**src/rtl/uart_pkg.sv**
```systemverilog
// uart_pkg: receiver state encoding and default line settings shared by the UART blocks.
package uart_pkg;
   typedef enum logic [2:0] {IDLE, START, DATA, STOP, WAIT_IDLE} uart_rx_state_t;
   localparam int UART_DEFAULT_BAUD      = 115_200;
   localparam int UART_DEFAULT_DATA_BITS = 8;
endpackage

```
**src/rtl/bit_synchronizer.sv**
```systemverilog
// bit_synchronizer: two-flop synchroniser for an asynchronous single-bit input.
module bit_synchronizer #(
   parameter logic RESET_VAL = 1'b0
) (
   input  logic i_clk,
   input  logic i_rst,
   input  logic i_async,
   output logic o_sync
);
   logic [1:0] r_meta;
   always_ff @(posedge i_clk or posedge i_rst)
      if (i_rst) r_meta <= {2{RESET_VAL}};
      else       r_meta <= {r_meta[0], i_async};
   assign o_sync = r_meta[1];
endmodule

```
**src/rtl/uart_rx_deserializer.sv**
```systemverilog
// uart_rx_deserializer: mid-bit sampling UART receiver feeding a valid/ready holding register.
module uart_rx_deserializer
   import uart_pkg::*;
#(
   parameter int CLK_FREQ_HZ = 100_000_000,
   parameter int BAUD_RATE   = UART_DEFAULT_BAUD,
   parameter int DATA_BITS   = UART_DEFAULT_DATA_BITS
) (
   input  logic                 CLK100MHZ,
   input  logic                 ck_rst,
   input  logic                 uart_rxd_out,
   output logic [DATA_BITS-1:0] rx_data,
   output logic                 rx_valid,
   input  logic                 rx_ready,
   output logic                 frame_err,
   output logic                 overrun_err,
   output logic                 rx_busy
);
   localparam int CLKS_PER_BIT = CLK_FREQ_HZ / BAUD_RATE;
   localparam int HALF_BIT     = CLKS_PER_BIT / 2;
   localparam int CW           = $clog2(CLKS_PER_BIT);
   localparam int BW           = $clog2(DATA_BITS);
   uart_rx_state_t       r_state, w_next;
   logic [CW-1:0]        r_cnt;
   logic [BW-1:0]        r_bit_idx;
   logic [DATA_BITS-1:0] r_shift, r_data;
   logic                 r_valid, r_frame_err, r_overrun;
   logic                 w_rxd, w_bit_end, w_half, w_last_bit;
   logic                 w_stop_ok, w_stop_bad, w_load, w_pop;
   bit_synchronizer #(.RESET_VAL(1'b1)) u_rxd_sync (
      .i_clk   (CLK100MHZ),
      .i_rst   (ck_rst),
      .i_async (uart_rxd_out),
      .o_sync  (w_rxd)
   );
   assign w_bit_end  = r_cnt == CW'(CLKS_PER_BIT - 1);
   assign w_half     = r_cnt == CW'(HALF_BIT - 1);
   assign w_last_bit = r_bit_idx == BW'(DATA_BITS - 1);
   assign w_stop_ok  = r_state == STOP && w_bit_end && w_rxd;
   assign w_stop_bad = r_state == STOP && w_bit_end && !w_rxd;
   assign w_pop      = r_valid && rx_ready;
   // A full register still accepts the new byte when the old one leaves in the same cycle.
   assign w_load     = w_stop_ok && (!r_valid || rx_ready);
   always_comb begin
      w_next = r_state;
      unique case (r_state)
         IDLE:      if (!w_rxd) w_next = START;
         START:     if (w_half) w_next = w_rxd ? IDLE : DATA;
         DATA:      if (w_bit_end && w_last_bit) w_next = STOP;
         STOP:      if (w_bit_end) w_next = w_rxd ? IDLE : WAIT_IDLE;
         WAIT_IDLE: if (w_rxd) w_next = IDLE;
         default:   w_next = IDLE;
      endcase
   end
   always_ff @(posedge CLK100MHZ or posedge ck_rst)
      if (ck_rst) begin
         r_state     <= IDLE;
         r_cnt       <= '0;
         r_bit_idx   <= '0;
         r_shift     <= '0;
         r_data      <= '0;
         r_valid     <= 1'b0;
         r_frame_err <= 1'b0;
         r_overrun   <= 1'b0;
      end else begin
         r_state     <= w_next;
         r_cnt       <= (w_next != r_state || w_bit_end || r_state inside {IDLE, WAIT_IDLE}) ? '0 : r_cnt + CW'(1);
         r_bit_idx   <= (r_state != DATA) ? '0 : w_bit_end ? r_bit_idx + BW'(1) : r_bit_idx;
         if (r_state == DATA && w_bit_end) r_shift <= {w_rxd, r_shift[DATA_BITS-1:1]};
         if (w_load) r_data <= r_shift;
         r_valid     <= w_load || (r_valid && !w_pop);
         r_frame_err <= w_stop_bad;
         r_overrun   <= w_stop_ok && r_valid && !rx_ready;
      end
   assign rx_data     = r_data;
   assign rx_valid    = r_valid;
   assign frame_err   = r_frame_err;
   assign overrun_err = r_overrun;
   assign rx_busy     = r_state != IDLE;
endmodule

```
**config.mk**
```make
export PLATFORM = sky130hd
export DESIGN_NAME = uart_rx_deserializer
export DESIGN_NICKNAME = d
export VERILOG_FILES = /design/src/rtl/uart_pkg.sv /design/src/rtl/bit_synchronizer.sv /design/src/rtl/uart_rx_deserializer.sv
export SDC_FILE = /design/constraint.sdc
export NUM_CORES = 1
export LEC_CHECK = 0
export CAP_MARGIN = 40
export CORE_ASPECT_RATIO = 1.2
export CORE_MARGIN = 1.5
export CORE_UTILIZATION = 44
export CTS_BUF_LIST = sky130_fd_sc_hd__clkbuf_8 sky130_fd_sc_hd__clkbuf_16
export DETAILED_ROUTE_END_ITERATION = 16
export DONT_BUFFER_PORTS = 1
export PLACE_DENSITY = 0.65
export RECOVER_POWER = 50
export SETUP_SLACK_MARGIN = 0.02
export SLEW_MARGIN = 20
export SYNTH_ARGS = -nofsm -noshare
export SYNTH_HDL_FRONTEND = slang
export SYNTH_SLANG_ARGS = --single-unit
```
**constraint.sdc**
```tcl
create_clock -name CLK100MHZ -period 2.3 [get_ports CLK100MHZ]
set_input_delay 0 -clock CLK100MHZ [delete_from_list [all_inputs] [get_ports CLK100MHZ]]
set_output_delay 0 -clock CLK100MHZ [all_outputs]
set_load 0.05 [all_outputs]
```
==> results.md, run 1 <==
* Setup violators final at 0
* Fin crit share at between 80% and 90%
* Yosys warnings at 0
* Nets at 165
* Gr ovfl total at 0
* Delay of the slowest critical-path stage at around 0.42 ns
* Seq pwr share at 57.3%
* Syn Inst Count at 142
* Clock Tree Buf Depth at 2
* Top cells by area, synth: dfrtp_1 51%, mux2_2 9.2%, xnor2_1 4.1%, nor2_1 3.3%, a211oi_1 3.1%
* Max_cap viols at 0
* Synthesized flop and latch total at 37
* CP max-delay cell: dfrtp_1
* Crit-path cells: ha_1 > and4bb_2 > nand2_1 > nor4_4 > buf_4 > mux2_2
* CTS tree: yes
* Ys flop type: dfrtp_1
* CP required at ~2.5 ns
* Power per cell area at 590 nW/um2
* Status: finished clean
* Register area share after synthesis at ~54%
* Core area at ~3700 um2
* Fraction of layout cells with a size suffix above 1 at about a quarter
* Reg clk slew, reported paths at approximately 0.070 ns
* First-pass GRT wire length at ~5.5 mm
* Post-synth EDFFs at 0
* Final Hold Viols at 0
* Post-cts resize count at 0
* Htree depth at 2
* Vias in the first global route at around 1200
* Syn Area/Cell at about 12 um2
* Hold Path Class: input port to flip-flop
* Detail Route Antenna Nets at 0
* DR WL/cell at between 10 and 15 um
* Clock period minus worst slack at 1.96 ns
* Critical path arrival at 2.15 ns
* DR vias at approximately 1100
* Vias per std cell at roughly 5.3
* Combinational share of power at 1.7%
* Die width at between 50 and 60 um
* Root buffer cell: clkbuf_8
* Num rows at 24
* Sw Share at 21.2%
* Drc violations at 0
* Worst-path fanout max at 8
* CP top delay family: simple AND/OR/NAND/NOR gates
* Max Slew Vio Count at 0
* Fmax at 0.509 GHz
* Clk sink count at 37
* Placed cell area at roughly 1800 um2
* Antenna violations before repair at 0
* Synth cell count leaders: 35 x dfrtp_1, 15 x nor2_1, 14 x mux2_2
* Post-route cell area at between 1500 and 2000 um2
* Ys async rst share at 100%
* Yosys top cell area share at approximately half
* Syn Nets at 150
* PortBufs at 0
* Crit path kind: flip-flop to flip-flop
* Worst slew margin at 41.6%
* Unrepaired setup endpoints after global routing: no
* Worst-Skew Late Latency at between 0.2 and 0.3 ns
* Layout area overhead at 13.4%
* Final Wtd Congestion at roughly 0.84
* Worst slew pin tran at between 0.8 and 0.9 ns
* Cell-internal power at approximately 0.9 mW
* Clk pwr share at between 40 and 50%
* Psw at about 0.24 mW
* Initial Util at approximately 47%
* Detailed Routing Iterations Pass 1 at 3
* Buf/Inv on CP at 1
* Largest net degree at the start of global routing at 38
* Die H at between 70 and 80 um
* Most frequent cell after synthesis: dfrtp_1
* Die ar. at 4270 um2
* Clock Skew at between 0.006 and 0.007 ns
* Routed WL at just over 3 mm
* Setup TNS at 0 ns
* Post-synth top area cell: dfrtp_1
* Library cells used by synthesis at 36
* Detailed placer's ending HPWL at roughly 2.3 mm
* Gr usage total at around 17%
* Initial detailed-routing violation count at 58
* Crit end category: flip-flop
* Maximum VDD drop at between 0.0004 and 0.0005 V
* TritonCTS Buffers at 5
* # IOs at 16
* CP Launch Type: flip-flop
* Leak at about 0.89 nW
* Synth Cell Area at 1710 um2
* Ant diodes at 0
-- kinds of logic (layout without fill, tap and decap cells) --
group	after synthesis	after routing	share of synthesized area [%]
adders and majority gates	4	4	2.93
buffers and inverters	6	22	1.39
and+or+nand+nor	53	53	18.5
AOI/OAI and AO/OA	15	15	6.52
DFF	37	37	54.3
xor gates and xnor gates	9	9	4.61
muxes	18	18	11.7
-- placed cells by master, fill, tap and decap left out, types with 4 or more instances in the layout --
cell and instances:
clkbuf_8 6, mux2_2 14, buf_4 5, xnor2_1 8, nor2_1 15, a211oi_1 7
inv_1 4, nand4_1 5, dfrtp_1 35, ha_1 4, nand2_1 10, nand3_1 4
-- power groups by stage --
stage	clock network (mW)	logic (mW)	registers, mW
after floorplan	0	0.0123	0.667
after global placement	0	0.0166	0.668
after detailed placement	0	0.0176	0.668
after CTS	0.491	0.0215	0.655
after global routing	0.511	0.0237	0.655
final	0.469	0.0193	0.656
-- worst register-to-register path: cells and delay by family, from the launching register on --
family | cells | cell delay [ns]
AND/OR/NAND/NOR | 3 | 0.64
flip-flops | 1 | 0.42
multiplexers | 1 | 0.34
adder cells (fa/ha/maj) | 1 | 0.25
buffers and inverters | 1 | 0.21
-- timing repair --
| item | CTS | global route |
|---|---|---|
| setup buffers | 0 | 0 |
| hold buffers | 3 | 0 |
| hold endpoints to repair | 38 | 0 |
-- flip-flops by register name, summed over array words and instances (netlist names) --
name and count:
r_cnt 10, frame_err 1, r_bit_idx 3, r_shift 8, rx_data 8, overrun_err 1
rx_valid 1, u_rxd_sync.r_meta 2, r_state 3
-- layout make-up --
cell class / count / area (um2)
clock buffers: 6 / 82.6
clock inverters: 2 / 13.8
fillers: 350 / 1730
inverters: 4 / 15.0
multi-input cells: 99 / 757
flip-flops and latches: 37 / 928
well taps: 52 / 65.1
repair buffers: 10 / 76.3
-- final timing paths --
kind,start,end,slack (ns),cells past startpoint
setup / recovery,r_cnt[0]$_DFF_PP0_,rx_data[3]$_DFFE_PP0P_,0.34,6
hold / removal,uart_rxd_out,u_rxd_sync.r_meta[0]$_DFF_PP1_,0.24,1
setup reg to reg,r_cnt[0]$_DFF_PP0_,rx_data[3]$_DFFE_PP0P_,0.34,6
hold reg to reg,u_rxd_sync.r_meta[0]$_DFF_PP1_,u_rxd_sync.r_meta[1]$_DFF_PP1_,0.37,0
max in group asynchronous,ck_rst,r_cnt[4]$_DFF_PP0_,1.35,3
min in group asynchronous,ck_rst,r_shift[5]$_DFFE_PP0P_,0.41,3
-- per-layer routing --
metal,part of all wire (%),up-vias,GRT usage [%]
li1,-,536,-
met1,41,559,19.8
met2,53,14,29.2
met3,3.5,5,5.60
met4,2.2,0,8.15
met5,0,-,0
-- metrics by stage --
step           hold WS [ns]  power [mW]  cells  util [%]  worst slack [ns]
6_report              0.242        1.14    210      52.9             0.337
5_1_grt               0.232        1.19    210      52.9             0.225
4_1_cts               0.230        1.17    210      53.1             0.312
3_5_place_dp        0.00453       0.686    199      49.6             0.319
3_3_place_gp        0.00455       0.684    199      49.6             0.398
2_1_floorplan       0.00448       0.679    142         -             0.385
Power figures use the tool's default switching activity.
==> run 2, diff against run 1 <==
- RECOVER_POWER: 50 -> not set
==> results.md, run 2 (same netlist as run 1, synthesis figures left out) <==
* Hold Path Class: input port to flip-flop
* Worst-path fanout max at 8
* Critical path depth at 6
* Placed cell area at about 1800 um2
* Crit path kind: flip-flop to flip-flop
* Num rows at 24
* Combinational share of power at under 10%
* Ant diodes at 0
* Critical path arrival at between 2 and 2.5 ns
* Crit end category: flip-flop
* Detailed placer's ending HPWL at roughly 2.3 mm
* Max_cap viols at 0
* CP Launch Type: flip-flop
* Setup violators final at 0
* Setup WS pre-CTS at around 0.32 ns
* Psw at 0.243 mW
* Die width at 59.9 um
* DR vias at 1114
* Reg clk slew, reported paths at about 0.07 ns
* CP top delay family: simple AND/OR/NAND/NOR gates
* Routed WL at 3.09 mm
* Vias in the first global route at approximately 1200
* CTS tree: yes
* Clk sink count at 37
* Max Used Layer: met4
* Worst slew margin at roughly 61%
* Nets at between 150 and 200
* Leak at 0.893 nW
* Clock Skew at 0.00696 ns
* Met3 WL post-DR at roughly 110 um
* Delay of the slowest critical-path stage at 0.42 ns
* PortBufs at 0
* CP max-delay cell: dfrtp_1
* Core area at between 3000 and 4000 um2
* Gr usage total at around 17%
* Worst-Skew Late Latency at 0.29 ns
* Root buffer cell: clkbuf_8
* Layout Cells excl Fill at 210
* Worst slew pin tran at 0.577 ns
* Clock Tree Buf Depth at 2
* M1 wire length at around 1.3 mm
* DR WL/cell at about 15 um
* Final Wtd Congestion at approximately 0.84
* Gr ovfl total at 0
* TritonCTS Buffers at 5
* Drc violations at 0
* Fraction of layout cells with a size suffix above 1 at roughly a quarter
* Unrepaired setup endpoints after global routing: no
* CP required at around 2.5 ns
* R2R setup slack at ~0.34 ns
* Sw Share at a little over a fifth
* Worst r2r dst: rx_data[3]$_DFFE_PP0P_
* Critical path endpoint: rx_data[3]$_DFFE_PP0P_
* Clock period minus worst slack at roughly 2.0 ns
* Cell-internal power at ~0.9 mW
* Fin crit share at 85.4%
* Worst hold margin at ~0.24 ns
* Maximum VDD drop at between 0.0004 and 0.0005 V
* Crit-path cells: ha_1 > and4bb_2 > nand2_1 > nor4_4 > buf_4 > mux2_2
* Htree depth at 2
* Critical path launch point: r_cnt[0]$_DFF_PP0_
* Post-route cell area at between 1500 and 2000 um2
* Power per cell area at 589 nW/um2
* Register name with the most flops: r_cnt
* Commonest non-fill, non-tap cells in the layout: 35 x dfrtp_1, 15 x nor2_1, 14 x mux2_2, 10 x nand2_1, 8 x xnor2_1
* Dpl cells at roughly 200
* Antenna violations before repair at 0
* Detailed Routing Iterations Pass 1 at 3
* Final Hold Viols at 0
* Initial detailed-routing violation count at 58
* Commonest non-fill, non-tap cell in the layout: dfrtp_1
* Metal2 WL at about 1.6 mm
* Layout area overhead at 13.8%
* Setup TNS at 0 ns
* Die H at between 70 and 80 um
* Fmax at around 0.51 GHz
* Die ar. at ~4300 um2
* Max reg flops at 10
* Crit Reg-Reg Startpoint: r_cnt[0]$_DFF_PP0_
* # IOs at 16
* Seq pwr share at between 50% and 60%
* Final WS setup at 0.336 ns
* Max Slew Vio Count at 0
* Status: finished clean
* First-pass GRT wire length at between 5 and 6 mm
* FF-to-FF path depth at 6
* Largest net degree at the start of global routing at 38
* Initial Util at a little under half
* Vias per std cell at 5.30
* Detail Route Antenna Nets at 0
* Buf/Inv on CP at 1
* Clk pwr share at around two fifths
[run 2: changes by cell type in the layout (fill, tap and decap cells not counted), sizes merged]
cell	change
clkbuf	-2
buf	+2
[run 2: final cells by class]
| class | count | area (um2) |
|---|---|---|
| Clock buffer | 6 | 82.6 |
| Fill cell | 347 | 1720 |
| Clock inverter | 2 | 13.8 |
| Tap cell | 52 | 65.1 |
| Timing Repair Buffer | 10 | 82.6 |
| Inverter | 4 | 15.0 |
| Multi-Input combinational cell | 99 | 757 |
| Sequential cell | 37 | 928 |
[run 2: power by group through the flow]
stage	sequential (mW)	clock, mW	combinational, mW
floorplan	0.667	0	0.0123
global placement	0.668	0	0.0166
detailed placement	0.668	0	0.0176
CTS	0.655	0.491	0.0215
global route	0.655	0.511	0.0243
finish	0.656	0.469	0.0200
[run 2: worst min path at each step]
stage                     cells after the start  slack, ns         start                              to
after floorplan                               0      0.004  uart_rxd_out  u_rxd_sync.r_meta[0]$_DFF_PP1_
after global routing                          1       0.23  uart_rxd_out  u_rxd_sync.r_meta[0]$_DFF_PP1_
after CTS                                     1       0.23  uart_rxd_out  u_rxd_sync.r_meta[0]$_DFF_PP1_
final                                         1       0.24  uart_rxd_out  u_rxd_sync.r_meta[0]$_DFF_PP1_
after detailed placement                      0      0.005  uart_rxd_out  u_rxd_sync.r_meta[0]$_DFF_PP1_
after global placement                        0      0.005  uart_rxd_out  u_rxd_sync.r_meta[0]$_DFF_PP1_
[run 2: what timing repair did]
item / in CTS / in global routing
setup buffers: 0 / 0
setup endpoints to repair: 0 / 0
hold endpoints to repair: 38 / 0
resized for setup: 0 / 0
hold buffers: 3 / 0
[run 2: routing by layer]
layer	vias to the layer above	track usage [%]
li1	536	-
met1	559	19.8
met2	14	29.2
met3	5	5.60
met4	0	8.15
met5	-	0
[run 2: worst reg2reg max path, stage by stage (launching register included)]
cell and delay, ns:
dfrtp_1 0.42, ha_1 0.25, and4bb_2 0.29, nand2_1 0.10, nor4_4 0.25, buf_4 0.21, mux2_2 0.34
[run 2: per-stage QoR]
step                      utilization [%]  total power [mW]
after floorplan                         -             0.679
after global placement               49.6             0.684
after detailed placement             49.6             0.686
after CTS                            53.1              1.17
after global routing                 53.1              1.19
final                                53.1              1.14
